File: src/rtl/dir_cmd_scheduler_pkg.sv
// Shared definitions for the direction command scheduler.
// Holds the direction encodings, the opposite-direction helper and the
// key-select helper that resolves several simultaneous key flags.
package dir_cmd_scheduler_pkg;

    localparam int unsigned DIR_W = 2;

    // Direction encodings; opposite pairs differ only in bit 0.
    localparam logic [DIR_W-1:0] TOP_DIR   = 2'd0;
    localparam logic [DIR_W-1:0] DOWN_DIR  = 2'd1;
    localparam logic [DIR_W-1:0] LEFT_DIR  = 2'd2;
    localparam logic [DIR_W-1:0] RIGHT_DIR = 2'd3;

    // Selected key for the current cycle.
    typedef struct packed {
        logic             valid;
        logic [DIR_W-1:0] dir;
    } keySel_t;

    // Opposite direction: flip bit 0 of the encoding.
    function automatic logic [DIR_W-1:0] oppDir(input logic [DIR_W-1:0] d);
        return d ^ 2'b01;
    endfunction

    // Priority Up > Down > Left > Right; lower flags are discarded.
    function automatic keySel_t selectKey(input logic up, input logic down,
                                          input logic left, input logic right);
        keySel_t k;
        k.valid = up | down | left | right;
        if (up)        k.dir = TOP_DIR;
        else if (down) k.dir = DOWN_DIR;
        else if (left) k.dir = LEFT_DIR;
        else           k.dir = RIGHT_DIR;
        return k;
    endfunction

endpackage

File: src/rtl/dir_cmd_scheduler_dir_fifo.sv
// dir_fifo: synchronous FIFO of DEPTH two-bit direction entries.
// Ports:
//   iClk, iRst_n   clock, synchronous active-low reset
//   iClear         synchronous flush (same effect as reset)
//   iPush, iData   write request and data; taken when not full or when popping
//   iPop           read request; ignored when empty
//   oHead_c        oldest entry (combinational read of storage)
//   oTail_c        newest entry (combinational read of storage)
//   oFull_c        count == DEPTH
//   oEmpty_c       count == 0
//   oCount         registered occupancy, 0..DEPTH
module dir_fifo
    import dir_cmd_scheduler_pkg::*;
#(
    parameter  int unsigned DEPTH = 4,
    localparam int unsigned PTR_W = $clog2(DEPTH)
) (
    input  logic             iClk,
    input  logic             iRst_n,
    input  logic             iClear,
    input  logic             iPush,
    input  logic             iPop,
    input  logic [DIR_W-1:0] iData,
    output logic [DIR_W-1:0] oHead_c,
    output logic [DIR_W-1:0] oTail_c,
    output logic             oFull_c,
    output logic             oEmpty_c,
    output logic [PTR_W:0]   oCount
);

    localparam logic [PTR_W:0] FULL_CNT = (PTR_W+1)'(DEPTH);

    logic [DIR_W-1:0] mem [DEPTH];
    logic [PTR_W-1:0] rdPtr;
    logic [PTR_W-1:0] wrPtr;
    logic             pushOk;
    logic             popOk;

    // Flags and qualified requests; a push into a full FIFO needs a pop.
    always_comb begin
        oFull_c  = (oCount == FULL_CNT);
        oEmpty_c = (oCount == '0);
        popOk    = iPop && !oEmpty_c;
        pushOk   = iPush && (!oFull_c || popOk);
        oHead_c  = mem[rdPtr];
        oTail_c  = mem[wrPtr - PTR_W'(1)];
    end

    // Pointers and occupancy; pointers wrap naturally as DEPTH is a power of 2.
    always_ff @(posedge iClk) begin
        if (!iRst_n || iClear) begin
            rdPtr  <= '0;
            wrPtr  <= '0;
            oCount <= '0;
        end else begin
            if (pushOk) wrPtr <= wrPtr + PTR_W'(1);
            if (popOk)  rdPtr <= rdPtr + PTR_W'(1);
            case ({pushOk, popOk})
                2'b10:   oCount <= oCount + (PTR_W+1)'(1);
                2'b01:   oCount <= oCount - (PTR_W+1)'(1);
                default: oCount <= oCount;
            endcase
        end
    end

    // Storage needs no reset: entries are only read once counted.
    always_ff @(posedge iClk) begin
        if (pushOk) mem[wrPtr] <= iData;
    end

endmodule

File: src/rtl/dir_cmd_scheduler.sv
// dir_cmd_scheduler: queues debounced direction key flags and applies one
// per game step, never letting an applied direction reverse the previous one.
// Ports:
//   iClk, iRst_n                    clock, synchronous active-low reset
//   iF_kUp/Down/Left/Right          one-cycle debounced key flags
//   iRun                            1 = step counter runs, 0 = held at 0
//   iClear                          synchronous restart (same as reset)
//   oDirection                      applied direction
//   oStep                           one-cycle game-step pulse
//   oQ_count                        queued commands, 0..DEPTH
//   oDrop                           one-cycle pulse: a key flag was rejected
module dir_cmd_scheduler
    import dir_cmd_scheduler_pkg::*;
#(
    parameter  int unsigned DEPTH       = 4,
    parameter  int unsigned TICK_CYCLES = 5_000_000,
    localparam int unsigned CNT_W       = $clog2(TICK_CYCLES),
    localparam int unsigned PTR_W       = $clog2(DEPTH)
) (
    input  logic             iClk,
    input  logic             iRst_n,
    input  logic             iF_kUp,
    input  logic             iF_kDown,
    input  logic             iF_kLeft,
    input  logic             iF_kRight,
    input  logic             iRun,
    input  logic             iClear,
    output logic [DIR_W-1:0] oDirection,
    output logic             oStep,
    output logic [PTR_W:0]   oQ_count,
    output logic             oDrop
);

    localparam logic [CNT_W-1:0] LAST_CNT = CNT_W'(TICK_CYCLES - 1);

    logic [CNT_W-1:0] stepCnt;
    keySel_t          key;
    logic             stepNow;
    logic             doPop;
    logic             doPush;
    logic             reject;
    logic [DIR_W-1:0] refDir;
    logic [DIR_W-1:0] headDir;
    logic [DIR_W-1:0] tailDir;
    logic             fifoFull;
    logic             fifoEmpty;

    dir_fifo #(.DEPTH(DEPTH)) uFifo (
        .iClk     (iClk),
        .iRst_n   (iRst_n),
        .iClear   (iClear),
        .iPush    (doPush),
        .iPop     (doPop),
        .iData    (key.dir),
        .oHead_c  (headDir),
        .oTail_c  (tailDir),
        .oFull_c  (fifoFull),
        .oEmpty_c (fifoEmpty),
        .oCount   (oQ_count)
    );

    // Accept logic: the new key is checked against the pre-pop tail, or the
    // applied direction when nothing is queued.
    always_comb begin
        key     = selectKey(iF_kUp, iF_kDown, iF_kLeft, iF_kRight);
        stepNow = iRun && (stepCnt == LAST_CNT);
        doPop   = stepNow && !fifoEmpty;
        refDir  = fifoEmpty ? oDirection : tailDir;
        reject  = key.valid && ((key.dir == refDir) ||
                                (key.dir == oppDir(refDir)) ||
                                (fifoFull && !doPop));
        doPush  = key.valid && !reject;
    end

    // Step counter and registered outputs.
    always_ff @(posedge iClk) begin
        if (!iRst_n || iClear) begin
            stepCnt    <= '0;
            oStep      <= 1'b0;
            oDrop      <= 1'b0;
            oDirection <= TOP_DIR;
        end else begin
            if (!iRun || stepNow) stepCnt <= '0;
            else                  stepCnt <= stepCnt + CNT_W'(1);
            oStep <= stepNow;
            oDrop <= reject;
            if (doPop) oDirection <= headDir;
        end
    end

endmodule
File: config.mk
export PLATFORM = sky130hd
export DESIGN_NAME = dir_cmd_scheduler
export DESIGN_NICKNAME = d
export VERILOG_FILES = /design/src/rtl/dir_cmd_scheduler_pkg.sv /design/src/rtl/dir_cmd_scheduler_dir_fifo.sv /design/src/rtl/dir_cmd_scheduler.sv
export SDC_FILE = /design/constraint.sdc
export NUM_CORES = 1
export LEC_CHECK = 0
export CAP_MARGIN = 20
export CORE_UTILIZATION = 55
export DETAILED_ROUTE_END_ITERATION = 8
export GPL_ROUTABILITY_DRIVEN = 0
export PLACE_DENSITY = 0.88
export SLEW_MARGIN = 5
export SYNTH_ARGS = -nofsm -noshare
export SYNTH_HDL_FRONTEND = slang
export SYNTH_SLANG_ARGS = --single-unit
File: constraint.sdc
create_clock -name iClk -period 3.86 [get_ports iClk]
set_input_delay 0.386 -clock iClk [delete_from_list [all_inputs] [get_ports iClk]]
set_output_delay 0.386 -clock iClk [all_outputs]
set_load 0.1 [all_outputs]
=== Word-level counts from Yosys, hierarchy flattened ===
Memories as Yosys holds them, arrays and structs flattened. A register that Yosys moved wholly into a read port is not among the register bits.
Cells that the tools add are included.

* Input bits: 8
* Memories: 1
* Bits in writable memories: 8
* Flip-flop bits (word level): 32

* Bitwise logic cells: 4
* Eq/ne operators: 6
* Reduce and logical (&&, ||, !) cells: 21
* $add $sub $neg: 6
* Multiplexer cells: 7

{| class="wikitable"
|+ Memories
! name !! words !! width !! read ports !! clocked after memory_dff !! wr ports !! line !! source
|-
| uFifo.mem || 4 || 2 || 2 || 1 || 1 || dir_cmd_scheduler_dir_fifo.sv:33 || <nowiki>logic [DIR_W-1:0] mem [DEPTH];</nowiki>
|}

{| class="wikitable"
|+ Operator list
! cell !! count
|-
| adder 23 x 1 -> 23 bit (second input constant) || 1
|-
| equality test 23 bit (second input constant) || 1
|-
| logical AND 1 bit || 7
|-
| logical NOT 1 bit || 6
|-
| two-way mux 2 bit || 3
|-
| one-hot mux 3 bit (2 select lines) || 1
|-
| logical OR 1 bit || 5
|-
| adder 2 x 1 -> 2 bit (second input constant) || 2
|-
| equality test 2 bit || 2
|-
| adder 3 x 1 -> 3 bit (second input constant) || 1
|-
| equality test 3 bit (second input constant) || 1
|-
| logical NOT 3 bit || 1
|-
| two-way mux 1 bit || 3
|-
| bitwise OR 1 bit || 3
|-
| subtractor 3 x 1 -> 3 bit (second input constant) || 1
|-
| equality test 2 x 1 -> 1 bit (second input constant) || 1
|-
| equality test 2 bit (second input constant) || 1
|-
| nonzero test 2 bit || 1
|-
| OR reduction 2 bit || 1
|-
| subtractor 2 x 1 -> 2 bit (second input constant) || 1
|-
| NOT 1 bit || 1
|}

=== Depth between registers and ports, before layout ===
An unclocked memory read counts as a cell.

* Depth in word-level cells: 13
* Gate-level depth with buffers: 13

=== Modules after synthesis ===
Synthesis repeated with hierarchy kept, for this count alone.

* Cell total of the unflattened synthesis: 221
* Area, all modules: 2193.4 um^2

{| class="wikitable"
|+ Modules (own cells, without submodules)
! module !! sequential area each (um^2) !! times used !! cells an instance !! area each (um^2)
|-
| dir_cmd_scheduler || 540.5 || 1 || 152 || 1315.0
|-
| dir_fifo || 420.4 || 1 || 69 || 878.3
|}

=== Worst setup path before layout ===
Ideal clock, no wire load.

* Kind: reg2reg
* From: register oDirection[1], read port of uFifo.mem
* To: register uFifo.oCount[2]
* Arrival time: 2.914 ns
* Library setup time: 0.071 ns
* Stages on the path, launching flop included: 12
* Path slack: 0.876 ns
* Buffers on the path: 0
* Cells stage by stage: dfxtp_1 nor4b_1 nor3b_1 a2bb2oi_2 nor2_2 inv_2 ha_1 inv_1 fa_1 xor2_1 or3_1 a21oi_1

* Word-level cells in the longest chain between the ends: 10
* Elaborated cells on any way between the ends: 13

{| class="wikitable"
|+ RTL lines
! element !! line !! source
|-
| start: declaration || dir_cmd_scheduler.sv:28 || <nowiki>output logic [DIR_W-1:0] oDirection,</nowiki>
|-
| two-way mux 2 bit (*) || dir_cmd_scheduler.sv:68 || <nowiki>refDir = fifoEmpty ? oDirection : tailDir;</nowiki>
|-
| equality test 2 bit, on equally long branches || dir_cmd_scheduler.sv:69, dir_cmd_scheduler.sv:70 ||
|-
| logical OR 1 bit (*) || dir_cmd_scheduler.sv:69 || <nowiki>reject = key.valid && ((key.dir == refDir) ||</nowiki>
|-
| logical OR 1 bit (*) || dir_cmd_scheduler.sv:70 || <nowiki>(key.dir == oppDir(refDir)) ||</nowiki>
|-
| logical AND 1 bit (*) || dir_cmd_scheduler.sv:69 ||
|-
| logical NOT 1 bit (*) || dir_cmd_scheduler.sv:72 || <nowiki>doPush = key.valid && !reject;</nowiki>
|-
| logical AND 1 bit (*) || dir_cmd_scheduler.sv:72 ||
|-
| logical AND 1 bit (*) || dir_cmd_scheduler_dir_fifo.sv:44 || <nowiki>pushOk = iPush && (!oFull_c || popOk);</nowiki>
|-
| equality test 2 x 1 -> 1 bit or equality test 2 bit (tied branches) || dir_cmd_scheduler_dir_fifo.sv:58 || <nowiki>case ({pushOk, popOk})</nowiki>
|-
| one-hot mux 3 bit (2 select lines) or nonzero test 2 bit (tied branches) || -- ||
|-
| end signal: assignment || dir_cmd_scheduler_dir_fifo.sv:59 || <nowiki>2'b10: oCount <= oCount + (PTR_W+1)'(1);</nowiki>
|-
| end signal: assignment || dir_cmd_scheduler_dir_fifo.sv:60 || <nowiki>2'b01: oCount <= oCount - (PTR_W+1)'(1);</nowiki>
|-
| end signal: assignment || dir_cmd_scheduler_dir_fifo.sv:61 || <nowiki>default: oCount <= oCount;</nowiki>
|-
| end: declaration || dir_cmd_scheduler_dir_fifo.sv:28 || <nowiki>output logic [PTR_W:0] oCount</nowiki>
|}

Every way passes the cells marked *; elsewhere a longest branch is shown, timed or not.
A chain may end at the register's enable or synchronous reset.

=== Worst setup path after layout ===
* From: register uFifo.wrPtr[0]
* To: register uFifo.oCount[2]

* Word-level cells in the longest chain between the ends: 13
* Elaborated cells on any way between the ends: 16

{| class="wikitable"
|+ RTL lines
! element !! line !! source
|-
| start: declaration || dir_cmd_scheduler_dir_fifo.sv:35 || <nowiki>logic [PTR_W-1:0] wrPtr;</nowiki>
|-
| start signal: assignment || dir_cmd_scheduler_dir_fifo.sv:56 || <nowiki>if (pushOk) wrPtr <= wrPtr + PTR_W'(1);</nowiki>
|-
| subtractor 2 x 1 -> 2 bit (*) || dir_cmd_scheduler_dir_fifo.sv:46 || <nowiki>oTail_c = mem[wrPtr - PTR_W'(1)];</nowiki>
|-
| memory read (4 x 2 bit) (*) || -- ||
|-
| two-way mux 2 bit (*) || dir_cmd_scheduler.sv:68 ||
|-
| NOT 1 bit (no line) || -- ||
|-
| equality test 2 bit || dir_cmd_scheduler.sv:70 ||
|-
| logical OR 1 bit (*) || dir_cmd_scheduler.sv:69 ||
|-
| logical OR 1 bit (*) || dir_cmd_scheduler.sv:70 ||
|-
| logical AND 1 bit (*) || dir_cmd_scheduler.sv:69 ||
|-
| logical NOT 1 bit (*) || dir_cmd_scheduler.sv:72 ||
|-
| logical AND 1 bit (*) || dir_cmd_scheduler.sv:72 ||
|-
| logical AND 1 bit (*) || dir_cmd_scheduler_dir_fifo.sv:44 ||
|-
| equality test 2 x 1 -> 1 bit or equality test 2 bit (tied branches) || dir_cmd_scheduler_dir_fifo.sv:58 ||
|-
| one-hot mux 3 bit (2 select lines) or nonzero test 2 bit (tied branches) || -- ||
|}

Marks and branches as above.

==> summary.md <==
| Metric | Value |
|---|---|
| Gr usage total | 20.8% |
| Gate power share | under 10% |
| VDD IR max | approximately 0.27 mV |
| Fin util | 66.1% |
| Reg2reg path depth | 13 |
| Pwr Total | around 0.8 mW |
| Synth top area cells | dfxtp_1 (34%), edfxtp_1 (12%), xnor2_1 (7.0%), nor2_1 (7.0%), xor2_1 (3.9%) |
| Num ports | 15 |
| DIE WIDTH | 62.3 um |
| Crit path kind | register to register |
| Syn Nets | 219 |
| Gr ovfl total | 0 |
| # port buffers | 14 |
| Total wire length | 3520 um |
| Hold path depth | 1 |
| Fin crit period | 3.04 ns |
| Syn. warnings | 0 |
| Pleak | 0.769 nW |
| CP Capture Type | register |
| R2R Path Start | uFifo.wrPtr[0] |
| Req. time, crit path | 4.15 ns |
| CP max FO | 7 |
| WL met3 | 168 um |
| Largest net degree at the start of global routing | 24 |
| Design Area, Final | 2260 um^2 |
| Pwr/cell area | 347 nW/um^2 |
| Crit. Startpoint | uFifo.wrPtr[0] |
| Startpoint types | register |
| H-tree levels | 2 |
| WP data arrival | 3.34 ns |
| Net Sw Frac | 22.5% |
| Most common flop cell mapped by yosys | dfxtp_1 |
| Fmax | 329 MHz |
| Actual slew at the worst max-slew pin | 0.966 ns |
| Maximum Capacitance Violations | 0 |
| Clk_lat worst skew | 0.36 ns |
| Setup TNS | 0 ns |
| CTS resizes | 0 |
| Reg clk slew, reported paths | between 0.1 and 0.15 ns |
| Clock power frac | 36.3% |
| Met1 Wirelength | 1660 um |
| # nets final | roughly 240 |
| Num CTS Buffers | 5 |
| Synthesized instance count | slightly above 200 |
| Asr flop ratio synth | 0% |
| Setup bufs post-CTS | 0 |
| Synth Cell Area | roughly 2000 um^2 |
| Vias in the first global route | 1424 |
| Met2 routed wirelength | 1660 um |
| Via count | 1479 |
| Vias per cell | around 5.5 |
| DRC errors left | 0 |
| Clk root buf | clkbuf_4 |
| Wirelength per Cell | 13.1 um |
| Final hold violations | 0 |
| Dominant cell type by area after synthesis | dfxtp_1 |
| Maximum root-to-sink buffer count | 2 |
| Die ar. | 3880 um^2 |
| DRT antenna net count | 0 |
| Cell Rows | 21 |
| Count of state elements after synthesis | 42 |
| Setup Viol. Count Final | 0 |
| Layout cells sized above 1 | ~9.0% |
| Top Metal Used | met4 |
| Clock skew | 0.00875 ns |
| Area growth from synthesis to layout | 13.0% |
| Initial antenna violation count | 0 |
| N_diodes | 0 |
| Cell Area, Placed | 2180 um^2 |
| Slew HR | 35.4% |
| Area share of the largest cell type after synthesis | 34.1% |
| Hold Crit Start | stepCnt[0] |
| Initial Util | 58.5% |
| HP Class | register to register |
| CTS tree | done |
| Dpl hpwl | 2600 um |
| Clock Sinks | 42 |
| Synth Area per Inst | 9.79 um^2 |
| Die Span Y | 62.3 um |
| First-pass GRT wire length | 6220 um |
| Slew Viols, Final | 0 |
| EDFF count, synth | 8 |
| Reg power frac | 57.9% |
| Register area share after synthesis | 46.1% |
| CORE AREA | between 3000 and 4000 um^2 |
| Int Power | ~0.6 mW |
| Hold_buf cts | 0 |
| Sw Pwr | 0.176 mW |
| Run status | completed |
| Crit share post-route | 78.8% |
| RSZ-0062 raised after global routing | no |
| Pre-antenna DRT Iters | 4 |
| DRT iter0 DRCs | 83 |
| Distinct cells, synth | 41 |
[cell usage after synthesis, drive strengths merged, types with 2 or more instances]
cell / count
inv: 14
mux4: 3
dfxtp: 34
nor2: 38
mux2i: 3
o21ai: 2
edfxtp: 8
nor3: 6
nand2: 10
ha: 6
nor4b: 2
buf: 3
nand3: 10
xor2: 9
nor3b: 2
or2: 2
xnor2: 16
or3: 3
and4: 4
nand4: 5
and2: 5
a21oi: 5
and3: 3
[layout by cell type, fill, tap and decap left out, drive strengths merged, types with 2 or more instances in the layout]
master / Yosys / layout
a21oi: 5 / 5
and2: 5 / 5
and3: 3 / 3
and4: 4 / 4
clkbuf: 1 / 5
clkdlybuf4s50: 0 / 14
dfxtp: 34 / 34
edfxtp: 8 / 8
ha: 6 / 6
inv: 14 / 15
mux2i: 3 / 3
mux4: 3 / 3
nand2: 10 / 10
nand3: 10 / 10
nand4: 5 / 5
nor2: 38 / 38
nor3: 6 / 6
nor3b: 2 / 2
nor4b: 2 / 2
o21ai: 2 / 2
or2: 2 / 2
or3: 3 / 3
xnor2: 16 / 16
xor2: 9 / 9
[through the flow]
| stage | hold slack (ns) | instances | setup WS (ns) |
|---|---|---|---|
| after floorplan | 0.426 | 204 | 0.876 |
| after global placement | 0.443 | 260 | 1.01 |
| after detailed placement | 0.451 | 260 | 0.821 |
| after CTS | 0.481 | 268 | 0.812 |
| after global routing | 0.493 | 268 | 0.631 |
| final | 0.481 | 268 | 0.817 |
[power groups by stage]
stage	combinational, mW	clock (mW)	sequential [mW]
after global routing	0.0495	0.306	0.454
final	0.0458	0.284	0.453
after detailed placement	0.0457	0	0.463
after CTS	0.0458	0.285	0.453
after floorplan	0.0227	0	0.470
after global placement	0.0442	0	0.462
[routing by layer]
layer  vias to the layer above  global-route usage, %
met4                         0                   6.10
li1                        723                      -
met1                       710                   26.3
met3                         6                   6.62
met2                        40                   33.9
met5                         -                      0
[kinds of logic after synthesis]
logic type,after synthesis,share of synthesized area (%)
AO/OA/AOI/OAI,10,3.57
XOR/XNOR,25,11.0
adder cells (fa/ha/maj),7,4.76
buffers and inverters,18,3.57
flip-flops,42,46.1
multiplexers,7,5.64
AND/OR/NAND/NOR,95,25.4
[sequential cells by signal (all words and copies together), names as in the netlist]
signal,cells
stepCnt,23
oStep,1
uFifo.oCount,3
uFifo.mem,8
uFifo.wrPtr,2
uFifo.rdPtr,2
oDirection,2
oDrop,1
[cell type report]
type / instances / area [um^2]
fill: 267 / 1160
sequential: 42 / 921
clock inverter: 3 / 43.8
timing repair buffer: 14 / 140
clock buffer: 5 / 37.5
tap: 46 / 57.6
inverter: 14 / 52.6
multi-input combinational: 144 / 1000
[final timing paths]
kind / endpoint / slack (ns)
hold reg to reg: stepCnt[0] / 0.48
setup reg to reg: uFifo.oCount[2] / 0.82
hold / removal: stepCnt[0] / 0.48
setup / recovery: uFifo.oCount[2] / 0.82
[worst max-delay path: stages (launching register included)]
cell and delay (ns):
dfxtp_1 0.45, inv_1 0.11, ha_1 0.33, mux4_2 0.33, a21oi_2 0.23, a2bb2oi_2 0.16
nor2_2 0.10, inv_2 0.07, ha_1 0.17, inv_1 0.06, fa_1 0.37, xor2_1 0.15
or3_1 0.31, a21oi_1 0.15
No activity file was read; power rests on OpenSTA's default activity.
